**config.mk**
```make
export PLATFORM = sky130hd
export DESIGN_NAME = serial_adder_ctrl
export DESIGN_NICKNAME = d
export VERILOG_FILES = /design/src/rtl/serial_adder_ctrl.sv
export SDC_FILE = /design/constraint.sdc
export NUM_CORES = 1
export LEC_CHECK = 0
export ABC_CLOCK_PERIOD_IN_PS = 3000
export CORE_ASPECT_RATIO = 1.2
export CORE_UTILIZATION = 40
export CTS_BUF_LIST = sky130_fd_sc_hd__clkbuf_4
export DETAILED_ROUTE_END_ITERATION = 8
export PLACE_DENSITY = 0.68
export SYNTH_ARGS = -nofsm -noshare
export SYNTH_HDL_FRONTEND = slang
export SYNTH_HIERARCHICAL = 1
export SYNTH_SLANG_ARGS = --single-unit
```
**constraint.sdc**
```tcl
create_clock -name clk -period 3 [get_ports clk]
set_clock_uncertainty 0.1 [all_clocks]
set_input_delay 0.3 -clock clk [delete_from_list [all_inputs] [get_ports clk]]
set_output_delay 0.3 -clock clk [all_outputs]
set_load 0.05 [all_outputs]
```
**src/rtl/serial_adder_ctrl.sv**
```systemverilog
// Bit-serial WIDTH-bit adder: one half-adder pair slice reused LSB-first under FSM control.
// Optional subtract mode (x - y) is enabled by defining SERIAL_ADDER_SUB_EN.

module halfAdder (
    input  logic a,
    input  logic b,
    output logic s,
    output logic c
);
    assign s = a ^ b;
    assign c = a & b;
endmodule

module serial_adder_ctrl #(
    parameter int unsigned WIDTH = 8
) (
    input  logic             clk,
    input  logic             rst_n,
    input  logic             start,
    input  logic [WIDTH-1:0] x,
    input  logic [WIDTH-1:0] y,
    input  logic             cin,
`ifdef SERIAL_ADDER_SUB_EN
    input  logic             sub,
`endif
    output logic             busy,
    output logic             done,
    output logic [WIDTH-1:0] sum,
    output logic             cout
);
    localparam int unsigned CW = (WIDTH > 1) ? $clog2(WIDTH) : 1;
    localparam logic [CW-1:0] LAST = CW'(WIDTH - 1);

    typedef enum logic [1:0] {
        S_IDLE,
        S_RUN,
        S_DONE
    } state_t;

    state_t state, state_nxt;

    logic [WIDTH-1:0] xs, ys, rsum;
    logic [CW-1:0]    cnt;
    logic             c, cout_r;
    logic             p, g1, s, g2, cnext;
    logic             sub_i;

`ifdef SERIAL_ADDER_SUB_EN
    assign sub_i = sub;
`else
    assign sub_i = 1'b0;
`endif

    halfAdder u_ha1 (.a(xs[0]), .b(ys[0]), .s(p), .c(g1));
    halfAdder u_ha2 (.a(p),     .b(c),     .s(s), .c(g2));

    assign cnext = g1 | g2;

    always_ff @(posedge clk) begin
        if (!rst_n) begin
            state <= S_IDLE;
        end else begin
            state <= state_nxt;
        end
    end

    always_comb begin
        state_nxt = state;
        busy      = 1'b0;
        done      = 1'b0;
        case (state)
            S_IDLE: begin
                if (start) begin
                    state_nxt = S_RUN;
                end
            end
            S_RUN: begin
                busy = 1'b1;
                if (cnt == LAST) begin
                    state_nxt = S_DONE;
                end
            end
            S_DONE: begin
                done      = 1'b1;
                state_nxt = S_IDLE;
            end
            default: state_nxt = S_IDLE;
        endcase
    end

    // Subtract is x + ~y + 1: invert ys on load and force the carry-in.
    // The result register shifts in from the MSB, so the shift form also covers WIDTH=1.
    always_ff @(posedge clk) begin
        if (!rst_n) begin
            xs     <= '0;
            ys     <= '0;
            rsum   <= '0;
            cnt    <= '0;
            c      <= 1'b0;
            cout_r <= 1'b0;
        end else if (state == S_IDLE && start) begin
            xs  <= x;
            ys  <= sub_i ? ~y : y;
            c   <= sub_i | cin;
            cnt <= '0;
        end else if (state == S_RUN) begin
            rsum <= (rsum >> 1) | (WIDTH'(s) << (WIDTH - 1));
            xs   <= xs >> 1;
            ys   <= ys >> 1;
            c    <= cnext;
            cnt  <= cnt + CW'(1);
            if (cnt == LAST) begin
                cout_r <= cnext;
            end
        end
    end

    assign sum  = rsum;
    assign cout = cout_r;

endmodule

```
# Word-level counts from Yosys, hierarchy flattened

Cells that the tools add are included.

Multiplexer cells: 11
Eq/ne operators: 5
Bitwise gates (word level): 8
Reductions and logical operators: 7
Add/sub/neg operators: 1

Operators with widths:

| operator              | number |
|---|---|
| $mux W8               | 4 |
| $or A7 B8 Y8          | 1 |
| $mux W1               | 4 |
| $mux W2               | 2 |
| $pmux W2 S2           | 1 |
| $reduce_and A2 Y1     | 2 |
| $add A3 B1 Y3 const B | 1 |
| $eq A3 B3 Y1 const B  | 1 |
| $reduce_and A3 Y1     | 1 |
| $and A1 B1 Y1         | 2 |
| $eq A2 B1 Y1 const B  | 1 |
| $eq A2 B2 Y1 const B  | 1 |
| $logic_not A2 Y1      | 1 |
| $ne A2 B1 Y1 const B  | 1 |
| $ne A2 B2 Y1 const B  | 1 |
| $not A1 Y1            | 2 |
| $reduce_bool A2 Y1    | 1 |
| $reduce_or A2 Y1      | 1 |
| $xor A1 B1 Y1         | 2 |
| $logic_and A1 B1 Y1   | 1 |
| $or A1 B1 Y1          | 1 |

Bits in registers: 31
Input bits: 20
Output and inout bits: 11

# Depth between registers and ports, before layout

Depth after elaboration: 5
Mapped depth: 7
Depth with buffers taken out: 4

# By module

Netlist, hierarchy kept.

By module, submodules not included:

| module            | cells each | instances | area each (um^2) | sequential area each (um^2) |
|---|---|---|---|---|
| serial_adder_ctrl | 143        | 1         | 1,377.6          | 620.6 |
| halfAdder         | 1          | 2         | 12.5             | 0.0 |

# Worst setup path before layout

Ideal clock, no wire load.

Path kind: reg2out
From: register state[0]
To: output port done
Path slack: 1.354 ns
Data arrival time: 1.246 ns
Path buffers: 2
Stages on the path, launching flop included: 4
Cell sequence: dfxtp_1 > buf_6 > buf_4 > nor2_1

Cells in the longest elaborated chain, start to end: 2

RTL lines:

| what                     | RTL line | RTL |
|---|---|---|
| start: declaration       | 40       | `state_t state, state_nxt;` |
| start signal: assignment | 63       | `state <= state_nxt;` |
| $eq A2 B2 Y1             | 71       | `case (state)` |
| $mux W1                  | 71       |  |
| end: declaration         | 27       | `output logic done,` |

No other way between the ends.

# Final worst setup path

From: register state[1]
To: output port busy

Cells in the longest elaborated chain, start to end: 2

RTL lines:

| what             | RTL line | RTL |
|---|---|---|
| $eq A2 B1 Y1     | 71       |  |
| $mux W1          | 71       |  |
| end: declaration | 26       | `output logic busy,` |

No other way between the ends.

==> summary.txt <==
Logic synthesis
  • Number of distinct library cells after synthesis: 32
  • Syn Area/Cell: 9.67 sq um
  • Seq/Total Area, Yosys: 0.442
  • Ys Warns: 6
  • Syn Std Cell Area: 0.00140 sq mm
  • Synthesized instance count: 145
  • Synth Register Bits: 31
  • Syn_nets: 169

Floorplanning
  • Core ar.: 0.00334 sq mm
  • Std cell rows: 23
  • Die area: 0.00375 sq mm
  • Initial Util: 0.420
  • Num ports: 31
  • Die Y: 66.9 microns
  • Chip Width: 56.1 microns

CTS
  • CTS tree: built
  • Resized cells post-CTS: 0
  • Post-CTS setup buffers: 0
  • CTS Root Cell: clkbuf_4
  • Clock Latency Late Sink: 0.35 ns
  • TritonCTS buffer count: 5
  • H-tree depth: 2
  • Clock Path Buffers: 2
  • Clock transition at the registers of the reported paths: 0.11 ns
  • CTS Sinks: 31
  • Cts hold-fix bufs: 0

Route
  • Detailed-route via count: 1187
  • Final wirelength: 3220 microns
  • Vias per cell: 5.63
  • Routed len/inst: 15.3 microns
  • Post-route antenna net violation count: 0
  • Pre-Repair DR Iteration Count: 4
  • DR DRC count: 0
  • Number of DRC markers in iteration 0: 55

Pwr
  • Leak pwr: 0.659 nW
  • Pwr dens: 497 mW/mm^2
  • Total power: 0.859 mW
  • Maximum vdd ir drop: 0.342 mV

Placed design
  • I/O Buffers: 30
  • RePlAce Congestion: 0.734
  • DP Cell Count: 203
  • Cell Area, Placed: 0.00167 sq mm
  • Worst slack, placed: 0.812 ns
  • HPWL after DPL: 2210 microns

Setup path
  • Crit Path Max Fanout: 16
  • FF-to-FF path depth: 4
  • Reg2Reg Setup Slack: 1.44 ns
  • FF-to-FF Start: state[0]
  • Crit path from: state[1]
  • Critical path, cell by cell: buf_4, nand2b_4, clkinv_4, clkdlybuf4s50_1
  • WS Path Type: reg2out
  • Worst r2r dst: ys[4]
  • WP buf/inv: 3
  • Critical Path RT: 2.60 ns
  • Slowest stage delay, CP: 0.73 ns
  • Crit path DAT: 2.14 ns
  • CP max-delay cell: clkdlybuf4s50_1
  • Startpoint Class: flop
  • CP top delay family: buffers and inverters
  • CP Capture Type: primary output

Min path
  • Hold_sp: sum[0]
  • Hold path depth: 2
  • Hold Path End: sum[0]
  • Worst hold path class: reg2reg

Finish
  • Layout cells sized above 1: 0.178
  • Final nets: 197
  • Final instance area: 0.00173 sq mm
  • Post-route insts no fill: 211
  • Area growth syn-to-layout: 23.2%
  • FILL cells: 328
  • Number of diodes: 0

GRT
  • GRT Residual Overflow: 0
  • Gr usage total: 0.196
  • Largest net degree at the start of global routing: 19
  • Vias in the first global route: 1164
  • First-pass GRT wire length: 5530 microns
  • Initial antenna violation count: 0

STA
  • Final worst path period share: 0.847
  • Setup Viol. Count Final: 0
  • Tmin final: 2.54 ns
  • Final Worst Setup Slack: 0.460 ns
  • Count of pins over their slew limit: 0
  • Final Hold Fails: 0
  • Normalized max-slew margin: 0.620
  • Sum Neg Setup Slack: 0 ns
  • Max Freq: 0.394 GHz
  • Unrepaired setup endpoints after global routing: false
  • Slew @ Worst Pin: 0.569 ns

Flow run
  • MaxCap Viol Count: 0

Run status
  • Status: completed
[cells in the mapped netlist]
cell type   n  area [sq um]
o21ai_0     3          15.0
o22ai_1     2          12.5
inv_4       1          6.26
nand2b_4    1          13.8
clkinv_1    1          3.75
nor2_1     17          63.8
nand4_1     3          18.8
nor2_4      1          11.3
buf_12      1          20.0
a21oi_2     1          8.76
nand2b_1    1          6.26
o221a_2    12           135
a311oi_2    1          15.0
a31oi_1     1          6.26
a22oi_1     2          15.0
nor2_2      1          6.26
buf_4       2          15.0
ha_1        4          50.1
dfxtp_1    31           621
a221oi_1    2          17.5
buf_6       4          45.0
a211oi_1    1          7.51
o21ai_2     1          8.76
a2bb2oi_1  12           105
clkbuf_1    3          11.3
a21oi_1    10          50.1
and3_1      2          12.5
clkinv_4    1          8.76
nand2_1    17          63.8
buf_2       2          10.0
inv_1       3          11.3
o21bai_1    1          7.51
[through the flow]
step | util | hold slack (ns)
floorplan | - | 0.344
global placement | 0.500 | 0.358
detailed placement | 0.500 | 0.361
CTS | 0.518 | 0.376
global route | 0.518 | 0.393
finish | 0.518 | 0.368
[routing by layer]
metal	vias up	GRT usage	routed length [microns]
li1	591	-	-
met1	559	0.240	1550
met2	30	0.315	1450
met3	7	0.0485	166
met4	0	0.110	64
met5	-	0	0
[flip-flops by register name (all words and copies together), names as in the netlist]
name	cells
state	2
cout	1
xs	8
ys	8
cnt	3
sum	8
c	1
[how the worst max path moves through the flow]
stage	endpoint	slack (ns)	cells past startpoint
final	busy	0.46	4
after global routing	busy	0.35	4
after CTS	busy	0.46	4
after detailed placement	ys[2]	0.81	3
after global placement	ys[2]	0.90	3
after floorplan	done	1.35	3
[logic make-up after synthesis]
| kind of cell | count (synthesis) | share of synthesized area |
|---|---|---|
| compound gates | 49 | 0.288 |
| simple gates | 43 | 0.140 |
| flops | 31 | 0.442 |
| buf+inv | 18 | 0.0937 |
| fa+ha+maj | 4 | 0.0357 |
[final cells by class]
cell class / count / area [sq um] / area share
multi-input combinational: 96 / 651 / 0.377
sequential: 31 / 621 / 0.359
timing repair buffer: 33 / 323 / 0.187
tap: 37 / 46.3 / 0.0268
clock buffer: 6 / 45.0 / 0.0261
inverter: 6 / 30.0 / 0.0174
clock inverter: 2 / 12.5 / 0.00724
[power by group]
group / internal (mW) / switching [mW] / leakage (nW)
clock: 0.0992 / 0.150 / 0.0317
sequential: 0.437 / 0.0181 / 0.254
combinational: 0.0789 / 0.0756 / 0.373
total: 0.616 / 0.243 / 0.659
[worst reg2reg max path, stage by stage (launching register included)]
cell,delay [ns]
dfxtp_1,0.54
buf_4,0.27
inv_4,0.12
a2bb2oi_1,0.16
o221a_2,0.27
[layout by cell type, fill, tap and decap left out, types with 2 or more instances in the layout]
cell and n:
a21oi_1 10, a221oi_1 2, a22oi_1 2, a2bb2oi_1 12
and3_1 2, buf_4 3, clkbuf_4 6, clkdlybuf4s50_1 30
dfxtp_1 31, ha_1 4, inv_1 3, nand2_1 17
nand4_1 3, nor2_1 17, o21ai_0 3, o221a_2 12
o22ai_1 2
No activity file was read; power rests on OpenSTA's default activity.
